### src/rtl/fpmul_pkg.sv
// Shared constants and stage-3 payload record for the single-precision
// multiplier pipeline.
package fpmul_pkg;

  localparam int EXP_W  = 8;
  localparam int SIG_W  = 28;
  localparam int MANT_W = 23;
  localparam int BIAS   = 127;

  localparam logic [31:0] QNAN    = 32'h7FC0_0000;
  localparam logic [7:0]  INF_EXP = 8'hFF;

  // Extended exponents at or above this value no longer fit a finite result.
  localparam logic signed [9:0] E_OVF = 10'(2 * BIAS + 1);

  typedef struct packed {
    logic [MANT_W-1:0] mant;
    logic              inc;
    logic signed [9:0] e;
    logic              sign;
    logic              is_nan;
    logic              is_inf;
    logic              is_z;
  } s3_payload_t;

endpackage

### src/rtl/fpmul_rne_round.sv
// Combinational single-bit normalise plus guard/sticky extraction and
// round-to-nearest-even increment decision.
module fpmul_rne_round
  import fpmul_pkg::*;
(
  input  logic [SIG_W-1:0]  sig,
  output logic [MANT_W-1:0] mant,
  output logic              inc,
  output logic              nshift
);

  logic guard_s;
  logic sticky_s;

  // Select the mantissa window according to the integer-part MSB.
  always_comb begin
    mant     = '0;
    guard_s  = 1'b0;
    sticky_s = 1'b0;
    nshift   = 1'b0;
    if (sig[27]) begin
      mant     = sig[26:4];
      guard_s  = sig[3];
      sticky_s = |sig[2:0];
      nshift   = 1'b1;
    end else begin
      mant     = sig[25:3];
      guard_s  = sig[2];
      sticky_s = |sig[1:0];
      nshift   = 1'b0;
    end
    inc = guard_s & (sticky_s | mant[0]);
  end

endmodule

### src/rtl/fpmul_stage3_round.sv
// Multiplier stage 3/4: normalise and RNE-round the stage-2 product, then
// resolve specials/overflow/underflow and pack FP_Z behind a 2-deep pipeline.
module fpmul_stage3_round
  import fpmul_pkg::*;
(
  input  logic              clk,
  input  logic              rst,
  input  logic              in_valid,
  output logic              in_ready,
  input  logic [EXP_W-1:0]  EXP_in,
  input  logic [SIG_W-1:0]  SIG_in,
  input  logic              EXP_pos_stage2,
  input  logic              EXP_neg_stage2,
  input  logic              SIGN_out_stage2,
  input  logic              isINF_stage2,
  input  logic              isNaN_stage2,
  input  logic              isZ_tab_stage2,
  output logic              out_valid,
  input  logic              out_ready,
  output logic [31:0]       FP_Z,
  output logic              OVF_out,
  output logic              UNF_out
);

  logic              v3_r;
  logic              v4_r;
  s3_payload_t       s3_r;
  s3_payload_t       s3_nxt_s;
  logic              ready3_s;
  logic              ready4_s;
  logic [MANT_W-1:0] mant_s;
  logic              inc_s;
  logic              nshift_s;
  logic signed [9:0] e_base_s;
  logic [24:0]       m24_s;
  logic signed [9:0] e4_s;
  logic [31:0]       fpz_nxt_s;
  logic              ovf_nxt_s;
  logic              unf_nxt_s;
  logic [31:0]       fpz_r;
  logic              ovf_r;
  logic              unf_r;

  assign ready4_s  = ~v4_r | out_ready;
  assign ready3_s  = ~v3_r | ready4_s;
  assign in_ready  = ready3_s;
  assign out_valid = v4_r;
  assign FP_Z      = fpz_r;
  assign OVF_out   = ovf_r;
  assign UNF_out   = unf_r;

  fpmul_rne_round u_rne (
    .sig    (SIG_in),
    .mant   (mant_s),
    .inc    (inc_s),
    .nshift (nshift_s)
  );

  // Recover the true exponent range lost to the 8-bit mod-256 sum upstream.
  always_comb begin
    e_base_s = 10'sd0;
    if (EXP_pos_stage2 & ~EXP_in[7]) begin
      e_base_s = 10'sd256;
    end else if (EXP_neg_stage2 & EXP_in[7]) begin
      e_base_s = -10'sd256;
    end else begin
      e_base_s = 10'sd0;
    end
    s3_nxt_s.mant   = mant_s;
    s3_nxt_s.inc    = inc_s;
    s3_nxt_s.e      = e_base_s + $signed({2'b00, EXP_in}) + $signed({9'd0, nshift_s});
    s3_nxt_s.sign   = SIGN_out_stage2;
    s3_nxt_s.is_nan = isNaN_stage2;
    s3_nxt_s.is_inf = isINF_stage2;
    s3_nxt_s.is_z   = isZ_tab_stage2;
  end

  // Stage-3 register: advances whenever it is empty or stage 4 can take it.
  always_ff @(posedge clk) begin
    if (rst) begin
      v3_r <= 1'b0;
      s3_r <= '0;
    end else if (ready3_s) begin
      v3_r <= in_valid;
      if (in_valid) begin
        s3_r <= s3_nxt_s;
      end
    end
  end

  // Apply the rounding increment and pick the result by special-case priority.
  always_comb begin
    m24_s     = {2'b01, s3_r.mant} + {24'd0, s3_r.inc};
    e4_s      = s3_r.e + $signed({9'd0, m24_s[24]});
    fpz_nxt_s = {s3_r.sign, e4_s[7:0], m24_s[22:0]};
    ovf_nxt_s = 1'b0;
    unf_nxt_s = 1'b0;
    if (s3_r.is_nan) begin
      fpz_nxt_s = QNAN;
    end else if (s3_r.is_inf) begin
      fpz_nxt_s = {s3_r.sign, INF_EXP, 23'd0};
    end else if (s3_r.is_z) begin
      fpz_nxt_s = {s3_r.sign, 31'd0};
    end else if (e4_s >= E_OVF) begin
      fpz_nxt_s = {s3_r.sign, INF_EXP, 23'd0};
      ovf_nxt_s = 1'b1;
    end else if (e4_s <= 10'sd0) begin
      fpz_nxt_s = {s3_r.sign, 31'd0};
      unf_nxt_s = 1'b1;
    end else begin
      fpz_nxt_s = {s3_r.sign, e4_s[7:0], m24_s[22:0]};
    end
  end

  // Output register: holds FP_Z stable while the consumer stalls.
  always_ff @(posedge clk) begin
    if (rst) begin
      v4_r  <= 1'b0;
      fpz_r <= 32'd0;
      ovf_r <= 1'b0;
      unf_r <= 1'b0;
    end else if (ready4_s) begin
      v4_r <= v3_r;
      if (v3_r) begin
        fpz_r <= fpz_nxt_s;
        ovf_r <= ovf_nxt_s;
        unf_r <= unf_nxt_s;
      end
    end
  end

endmodule
### config.mk
export PLATFORM = sky130hd
export DESIGN_NAME = fpmul_stage3_round
export DESIGN_NICKNAME = d
export VERILOG_FILES = /design/src/rtl/fpmul_pkg.sv /design/src/rtl/fpmul_rne_round.sv /design/src/rtl/fpmul_stage3_round.sv
export SDC_FILE = /design/constraint.sdc
export NUM_CORES = 1
export LEC_CHECK = 0
export CORE_UTILIZATION = 46
export CTS_BUF_LIST = sky130_fd_sc_hd__clkbuf_16
export CTS_CLUSTER_SIZE = 24
export DETAILED_ROUTE_END_ITERATION = 10
export GPL_ROUTABILITY_DRIVEN = 0
export GPL_TIMING_DRIVEN = 0
export PLACE_DENSITY_LB_ADDON = 0.08
export REMOVE_ABC_BUFFERS = 1
export SETUP_SLACK_MARGIN = 0.5
export SLEW_MARGIN = 20
export SYNTH_ARGS = -nofsm -noshare
export SYNTH_HDL_FRONTEND = slang
export SYNTH_SLANG_ARGS = --single-unit
### constraint.sdc
create_clock -name clk -period 3.55 [get_ports clk]
set_input_delay 0.5325 -clock clk [delete_from_list [all_inputs] [get_ports clk]]
set_output_delay 0.5325 -clock clk [all_outputs]
set_load 0.01 [all_outputs]
==> impl_metrics.toml, run 1 <==
[run_status]
status = "completed"

[clock_network]
cts_tree = "built"
clk-insertion-delay-late_ns = 0.34
htreeDepth = 3
root_buffer = "clkbuf_16"
cts_buffer_depth = 2
clock-sinks = 74
path_clk_slew_ns = 0.06
cts_buffers = 9

[drt]
dr.pass1.iters = 5
drtIter0Drc = 163
vias = 3692
wl_per_cell_um = 15.7
ant_nets = 0
drc = 0
drt_wl_total_mm = 10.2
avgViaCountPerCell = 5.68

[place]
portBuffers = 81
dp_cells = 608
place_area_sq_mm = 0.00465
place_ws_ns = -0.758
place_hpwl_mm = 6.27

[floorplanning]
dieArea_sq_mm = 0.00874
rows = 33
start_util = 0.471
die_x_um = 93.5
core_area_sq_mm = 0.00818
die_y_um = 93.5
ios = 82

[grt]
grt_pass1_vias = 3478
grt_max_degree = 43
track_usage = 0.243
grt_pass1_wl_mm = 16.5
antenna_found_initial = 0
grt_overflow_total = 0

[pwr]
fin_total_pwr_mw = 2.21
ir_worst_vdd_mv = 0.267
power_density_mw_per_mm2 = 397
p_leak_nw = 1.97

[yosys]
synth_seq_area_share = 0.385
post_synth_xor_area_fraction = 0.0773
synth_cell_types = 47
synth-main-ff-cell = "dfxtp_1"
ys_ff_latch = 74
synthCells = 454
synth_top_family_by_area = "simple AND/OR/NAND/NOR gates"
synthesis.area_sq_mm = 0.00385
synth-compound-area-share = 0.190
synthArstFlopShare = 0
synth_edf_count = 0
yosysWarnings = 0
syn_avg_cell_area_sq_um = 8.48
muxShareOfSynthArea = 0.0598
yosys.area_share.adder = 0.0195
synth-simple-area-share = 0.212

[timing]
setup_violations = 0
hold_viol = 0
fin_skew_ns = 0.00577
min_period_ns = 3.21
fin_crit_sh = 0.906
slew_viol_final = 0
finalWorstSetupSlack_ns = 0.335
fmax_mhz = 311
tightest_slew_ns = 1.05
whs_ns = 0.461
relSlewSlack = 0.297
rsz0062_at_grt = "true"
fin_tns_setup_ns = 0

[flow_run]
cap_violations = 0

[finish]
antennaDiodeCount = 0
final_cells = 650
syn_to_final_growth_pct = 44.7
fin_area_sq_mm = 0.00557
nNetsFinal = 592
fin_util = 0.681
layout-drive-gt1-share = 0.183
fill_cells = 676

[worst_hold_path]
hold_class = "flip-flop to flip-flop"
hp-start = "UNF_out"

[worst_setup_path]
setup.worst_path.class = "flip-flop to flip-flop"
crit_arrival_ns = 3.47
worst_setup_path_start_kind = "flip-flop"
crit_path_end_kind = "flip-flop"
cp-startpoint = "s3_r[15]"
crit_path_max_fanout = 6
required_ns = 3.80
r2r_start = "s3_r[15]"
[cell type report]
class	count	area, sq um	share of cell area
multi-input combinational	338	2550	0.458
clock buffer	9	225	0.0404
tap	105	131	0.0236
inverter	11	41.3	0.00741
sequential	74	1480	0.266
clock inverter	7	77.6	0.0139
timing repair buffer	106	1060	0.190
[power breakdown]
group | leakage (nW) | internal [mW] | switching (mW)
Sequential | 0.609 | 0.879 | 0.0567
Combinational | 1.22 | 0.186 | 0.176
Clock | 0.146 | 0.548 | 0.367
Total | 1.97 | 1.61 | 0.599
[Yosys cell counts (3+ instances only)]
library cell  instances  area (sq um)
nor4_1                6          37.5
buf_6                 5          56.3
inv_1                11          41.3
xnor2_1              20           175
nand4_1              11          68.8
nor3_1                8          40.0
o21ai_1               3          15.0
a21oi_1              15          75.1
dfxtp_1              74          1480
nor2b_1               4          25.0
nand3_1              31           155
a31oi_1               4          25.0
ha_1                  6          75.1
buf_1                 5          18.8
a211oi_1             38           285
o21ai_0              12          60.1
clkbuf_1             21          78.8
mux2i_1              23           230
and3_1                6          37.5
nand2_1              37           139
xor2_1               14           123
o31ai_1              20           150
nor2_1               49           184
[worst paths after layout]
check,to,slack [ns],cells past startpoint
setup / recovery,FP_Z[11],0.34,14
hold / removal,UNF_out,0.46,2
setup reg to reg,FP_Z[11],0.34,14
hold reg to reg,UNF_out,0.46,2
[cell usage in the layout (no fill, tap or decap), types with 4 or more instances in the layout]
| master | instances |
|---|---|
| nand3_1 | 30 |
| o21ai_0 | 9 |
| nor2_1 | 48 |
| xor2_1 | 13 |
| clkbuf_16 | 9 |
| o31ai_2 | 18 |
| nor3_1 | 8 |
| inv_1 | 11 |
| mux2i_1 | 23 |
| dfxtp_1 | 72 |
| a211oi_1 | 32 |
| clkdlybuf4s50_1 | 79 |
| buf_4 | 17 |
| nand2_1 | 37 |
| a21oi_1 | 15 |
| and3_1 | 5 |
| o21ai_1 | 4 |
| nand4_1 | 11 |
| a211oi_2 | 6 |
| buf_6 | 4 |
| xnor2_1 | 18 |
| nand4bb_4 | 4 |
[layer usage]
layer	part of all wire	global-route usage	wire, um
met2	0.49	0.403	4990
met1	0.45	0.312	4630
met4	0.016	0.0936	165
met5	0	0	0
met3	0.043	0.0463	441
[critical path, cell delays in order, from the launching register on]
cell	delay, ns
dfxtp_2	0.35
ha_4	0.15
ha_4	0.12
nand4_1	0.19
nor4_2	0.21
nand3_1	0.13
nor2_1	0.16
ha_2	0.25
buf_4	0.13
nand3_2	0.16
o311a_1	0.43
o21ai_4	0.18
buf_12	0.15
nand4bb_4	0.22
o31ai_2	0.28
[state kept, by name, summed over array words and instances (netlist names)]
signal	count
v3_r	1
OVF_out	1
UNF_out	1
s3_r	38
out_valid	1
FP_Z	32
[kinds of logic (layout without fill, tap and decap cells)]
kind of cell	Yosys count	in the layout
xor gates and xnor gates	34	34
AOI/OAI and AO/OA	106	106
and+or+nand+nor	166	169
muxes	23	23
buffers and inverters	45	133
DFF	74	74
adders and majority gates	6	6
[timing repair]
action                     4_1_cts  5_1_grt
setup buffers                   16        7
setup endpoints to repair       33       33
cloned                           3        0
pin swaps                       34       12
resized for setup               42       31
hold buffers                     0        0
Power figures use the tool's default switching activity.
==> run 2, diff against run 1 <==
--- a/config.mk
+++ b/config.mk
@@ -14,6 +14,7 @@
 export PLACE_DENSITY_LB_ADDON = 0.08
 export REMOVE_ABC_BUFFERS = 1
 export SETUP_SLACK_MARGIN = 0.5
+export SKIP_CTS_REPAIR_TIMING = 1
 export SLEW_MARGIN = 20
 export SYNTH_ARGS = -nofsm -noshare
 export SYNTH_HDL_FRONTEND = slang
==> run 2 against run 1 <==
Net effect: critical endpoint is now FP_Z[2]; die area unchanged; via count grew 0.22%; fmax down 2.0%; sequential power hardly changed; critical path depth is 2 higher.
==> impl_metrics.toml, run 2 (synthesized netlist as in run 1, its figures left out) <==
[timing]
finalWorstSetupSlack_ns = 0.270
min_period_ns = 3.28
fmax_mhz = 305
tightest_slew_ns = 1.17
fin_skew_ns = 0.00634
fin_tns_setup_ns = 0
hold_viol = 0
rsz0062_at_grt = "true"
relSlewSlack = 0.219
fin_crit_sh = 0.924
setup_violations = 0
slew_viol_final = 0

[drt]
ant_nets = 0
vias = 3700
avgViaCountPerCell = 5.75
drc = 0
dr.pass1.iters = 4
drt_wl_total_mm = 9.95
wl_per_cell_um = 15.5
drtIter0Drc = 142

[pwr]
clkPwrFrac = 0.418
ir_worst_vdd_mv = 0.267
p_switching_mw = 0.600
combPwrFrac = 0.159
p_leak_nw = 1.93
power_density_mw_per_mm2 = 405
seqPwrFrac = 0.424
p_int_mw = 1.61
switching_share = 0.272

[clock_network]
root_buffer = "clkbuf_16"
cts_buffers = 9
clock-sinks = 74
clk-insertion-delay-late_ns = 0.34
cts_tree = "built"
cts_buffer_depth = 2
htreeDepth = 3
path_clk_slew_ns = 0.06

[floorplanning]
start_util = 0.471
rows = 33
die_y_um = 93.5
core_area_sq_mm = 0.00818
dieArea_sq_mm = 0.00874
die_x_um = 93.5
ios = 82

[worst_setup_path]
crit_path_max_fanout = 6
required_ns = 3.79
max_stage_delay_ns = 0.38
setup.worst_path.class = "flip-flop to flip-flop"
path_cells = "ha_4 > ha_4 > nand4_1 > buf_6 > nor4_4 > nand3_1 > nor2_1 > ha_2 > ha_4 > and2_4 > a31oi_4 > a311o_1 > o21ai_4 > buf_6 > nand4bb_4 > o31ai_1"
slowest_stage = "a311o_1"
crit_arrival_ns = 3.52
worst_setup_path_start_kind = "flip-flop"
crit_path_end_kind = "flip-flop"
cp_common_cell = "ha_4"
r2r_slack_ns = 0.27

[place]
place_ws_ns = -0.758
portBuffers = 81
place_hpwl_mm = 6.27

[finish]
regArea_sq_mm = 0.00148
multi_input_area_sq_mm = 0.00249
largest_reg_flops = 38
antennaDiodeCount = 0
layout_common_cells = "clkdlybuf4s50_1 (79), dfxtp_1 (72), nor2_1 (48), nand2_1 (37), a211oi_1 (37)"
final_common_cell = "clkdlybuf4s50_1"
fill_cells = 698
nNetsFinal = 586
largest_register = "s3_r"
syn_to_final_growth_pct = 41.4
layout-drive-gt1-share = 0.150

[grt]
grt_pass1_vias = 3188
track_usage = 0.217
grt_overflow_total = 0
grt_pass1_wl_mm = 14.9
antenna_found_initial = 0
grt_max_degree = 43

[worst_hold_path]
hold_class = "flip-flop to flip-flop"

[run_status]
status = "completed"

[flow_run]
cap_violations = 0
run 2: cell types whose count changed in the layout (fill, tap and decap cells not counted), moves of 2 or more:
cell,change
xnor2_1,+2
xnor2_2,-2
a211oi_1,+5
a211oi_2,-5
o31ai_1,+2
buf_4,-6
o31ai_4,+2
buf_6,+2
o31ai_2,-4
buf_12,-2
run 2: cell type report:
class / instances / area share
flip-flops and latches: 74 / 0.273
clock buffers: 9 / 0.0414
clock inverters: 7 / 0.0142
repair buffers: 100 / 0.183
multi-input cells: 338 / 0.457
inverters: 11 / 0.00758
well taps: 105 / 0.0241
run 2: path summary, 6_finish.rpt:
path	start	endpoint	cells past startpoint
worst min-delay path	s3_r[3]	s3_r[3]	2
worst max-delay path	s3_r[15]	FP_Z[2]	16
worst min register to register	s3_r[3]	s3_r[3]	2
worst max register to register	s3_r[15]	FP_Z[2]	16
run 2: routing by layer:
metal / wire length [um] / vias up / global-route usage
met2: 4800 / 130 / 0.349
met1: 4360 / 1733 / 0.289
met4: 111 / 0 / 0.0756
met3: 674 / 10 / 0.0431
li1: - / 1827 / -
met5: 0 / - / 0
run 2: critical path, delay by kind of cell, from the launching register on:
kind	cells	cell delay (ns)
and+or+nand+nor	6	0.95
AOI/OAI and AO/OA	4	0.85
adders and majority gates	4	0.70
DFF	1	0.35
buffers and inverters	2	0.31
run 2: power groups by stage:
stage               clock network, mW  registers [mW]  logic [mW]
finish                          0.922           0.935       0.350
global route                    0.968           0.942       0.386
CTS                             0.928           0.929       0.300
detailed placement                  0           0.947       0.299
global placement                    0           0.945       0.293
floorplan                           0           0.943       0.150
run 2: through the flow:
stage | utilization | cells | power [mW] | hold slack, ns | cell area, sq um
2_1_floorplan | - | 420 | 1.09 | 0.430 | 3670
3_3_place_gp | 0.565 | 606 | 1.24 | 0.448 | 4620
3_5_place_dp | 0.569 | 608 | 1.25 | 0.450 | 4650
4_1_cts | 0.606 | 624 | 2.16 | 0.458 | 4960
5_1_grt | 0.666 | 644 | 2.30 | 0.487 | 5440
6_report | 0.666 | 644 | 2.21 | 0.458 | 5440
==> run 3, diff against run 2 <==
--- a/config.mk
+++ b/config.mk
@@ -5,7 +5,7 @@
 export SDC_FILE = /design/constraint.sdc
 export NUM_CORES = 1
 export LEC_CHECK = 0
-export CORE_UTILIZATION = 46
+export CORE_UTILIZATION = 52
 export CTS_BUF_LIST = sky130_fd_sc_hd__clkbuf_16
 export CTS_CLUSTER_SIZE = 24
 export DETAILED_ROUTE_END_ITERATION = 10
==> constraint.sdc (replaced) <==
create_clock -name clk -period 4.03 [get_ports clk]
set_input_delay 0.6045 -clock clk [delete_from_list [all_inputs] [get_ports clk]]
set_output_delay 0.6045 -clock clk [all_outputs]
set_load 0.01 [all_outputs]
==> run 3 against run 2 <==
Net effect: first-iteration DRC count increased by 88%; clock power is 3.1% lower; hold slack worse by 0.0072 ns; global-route usage grew 2.2 points; wire length down 0.21%; final area shrank 3.4%; die area down 11%; fmax shrank 3.3%; sequential share of layout area rose by 0.91 points; sequential cell count stayed put; clock skew increased by 0.0023 ns; cell count down 1.7%.
==> impl_metrics.toml, run 3 (synthesized netlist as in run 1, its figures left out) <==
[floorplanning]
dieArea_sq_mm = 0.00775
die_x_um = 88.0
ios = 82
start_util = 0.534
rows = 31
die_y_um = 88.0
core_area_sq_mm = 0.00721

[finish]
largest_register = "s3_r"
fin_area_sq_mm = 0.00526
nNetsFinal = 581
final_common_cell = "clkdlybuf4s50_1"
fin_util = 0.729
layout-drive-gt1-share = 0.105
largest_reg_flops = 38
fill_cells = 579
layout_common_cells = "clkdlybuf4s50_1 (79), dfxtp_1 (74), nor2_1 (47), a211oi_1 (38), nand2_1 (37)"
antennaDiodeCount = 0
syn_to_final_growth_pct = 36.6

[grt]
antenna_found_initial = 0
track_usage = 0.239
grt_overflow_total = 0
grt_pass1_vias = 3104
grt_max_degree = 45
grt_pass1_wl_mm = 14.4

[worst_setup_path]
crit_path_end_kind = "flip-flop"
crit_arrival_ns = 3.58
required_ns = 4.22
worst_setup_path_start_kind = "flip-flop"
crit_path_max_fanout = 7
setup.worst_path.class = "flip-flop to flip-flop"

[clock_network]
path_clk_slew_ns = 0.06
htreeDepth = 3
root_buffer = "clkbuf_16"
clk-insertion-delay-late_ns = 0.33
cts_buffer_depth = 2
clock-sinks = 74
cts_buffers = 9
cts_tree = "built"

[pwr]
ir_worst_vdd_mv = 0.227
p_leak_nw = 1.87
fin_total_pwr_mw = 2.01
power_density_mw_per_mm2 = 382

[timing]
finalWorstSetupSlack_ns = 0.639
slew_viol_final = 0
fmax_mhz = 295
rsz0062_at_grt = "false"
hold_viol = 0
fin_skew_ns = 0.00862
min_period_ns = 3.39
relSlewSlack = 0.256
setup_violations = 0
fin_crit_sh = 0.841
tightest_slew_ns = 1.11

[place]
portBuffers = 81
place_hpwl_mm = 6.33
place_ws_ns = -0.242
place_area_sq_mm = 0.00464

[drt]
drc = 0
avgViaCountPerCell = 5.85
drtIter0Drc = 267
drt_wl_total_mm = 9.93
ant_nets = 0
vias = 3706
dr.pass1.iters = 5
wl_per_cell_um = 15.7

[run_status]
status = "completed"

[worst_hold_path]
hold_class = "flip-flop to flip-flop"

[flow_run]
cap_violations = 0
==> run 3: changes by cell type in the layout (fill, tap and decap cells not counted), moves of 3 or more <==
cell and change:
o31ai_1 +13, o31ai_2 -11, buf_6 -4, clkinv_4 -3
==> run 3: power by group <==
group / internal (mW) / switching (mW)
Combinational: 0.149 / 0.142
Sequential: 0.774 / 0.0489
Clock: 0.599 / 0.294
==> run 3: worst paths after layout <==
| path | startpoint | end | slack [ns] | cells past startpoint |
|---|---|---|---|---|
| worst max register to register | s3_r[15] | FP_Z[8] | 0.64 | 15 |
| worst min register to register | FP_Z[31] | FP_Z[31] | 0.45 | 2 |
| worst max-delay path | s3_r[15] | FP_Z[8] | 0.64 | 15 |
| worst min-delay path | FP_Z[31] | FP_Z[31] | 0.45 | 2 |
==> run 3: critical path, stage by stage, from the launching register on <==
cell       delay [ns]
dfxtp_1          0.34
ha_2             0.22
ha_4             0.15
nand4_1          0.23
nor4_2           0.20
nand3_1          0.15
nor2_2           0.14
ha_2             0.23
ha_4             0.17
nand4_1          0.15
nor2_2           0.21
xor2_2           0.11
nor4_4           0.49
nand4bb_4        0.24
buf_6            0.13
o31ai_1          0.07
==> run 3: layout make-up <==
type | instances | area (sq um) | area share
clock buffers | 9 | 225 | 0.0428
clock inverters | 7 | 109 | 0.0207
inverters | 11 | 41.3 | 0.00785
multi-input cells | 338 | 2330 | 0.443
flip-flops and latches | 74 | 1480 | 0.282
well taps | 99 | 124 | 0.0235
repair buffers | 95 | 951 | 0.181
==> run 3: through the flow <==
step | setup TNS, ns | hold slack [ns] | std cells
global placement | -14.88 | 0.439 | 600
finish | 0 | 0.450 | 633
CTS | -4.71 | 0.452 | 618
global route | 0 | 0.487 | 633
detailed placement | -3.95 | 0.445 | 602
floorplan | 0 | 0.430 | 420
==> run 3: metal layers <==
| layer | track usage | vias to the layer above | share of wire | routed length (um) |
|---|---|---|---|---|
| met3 | 0.0302 | 27 | 0.052 | 514 |
| met2 | 0.400 | 146 | 0.48 | 4770 |
| li1 | - | 1815 | - | - |
| met4 | 0.0982 | 0 | 0.025 | 252 |
| met1 | 0.312 | 1718 | 0.44 | 4400 |
| met5 | 0 | - | 0 | 0 |
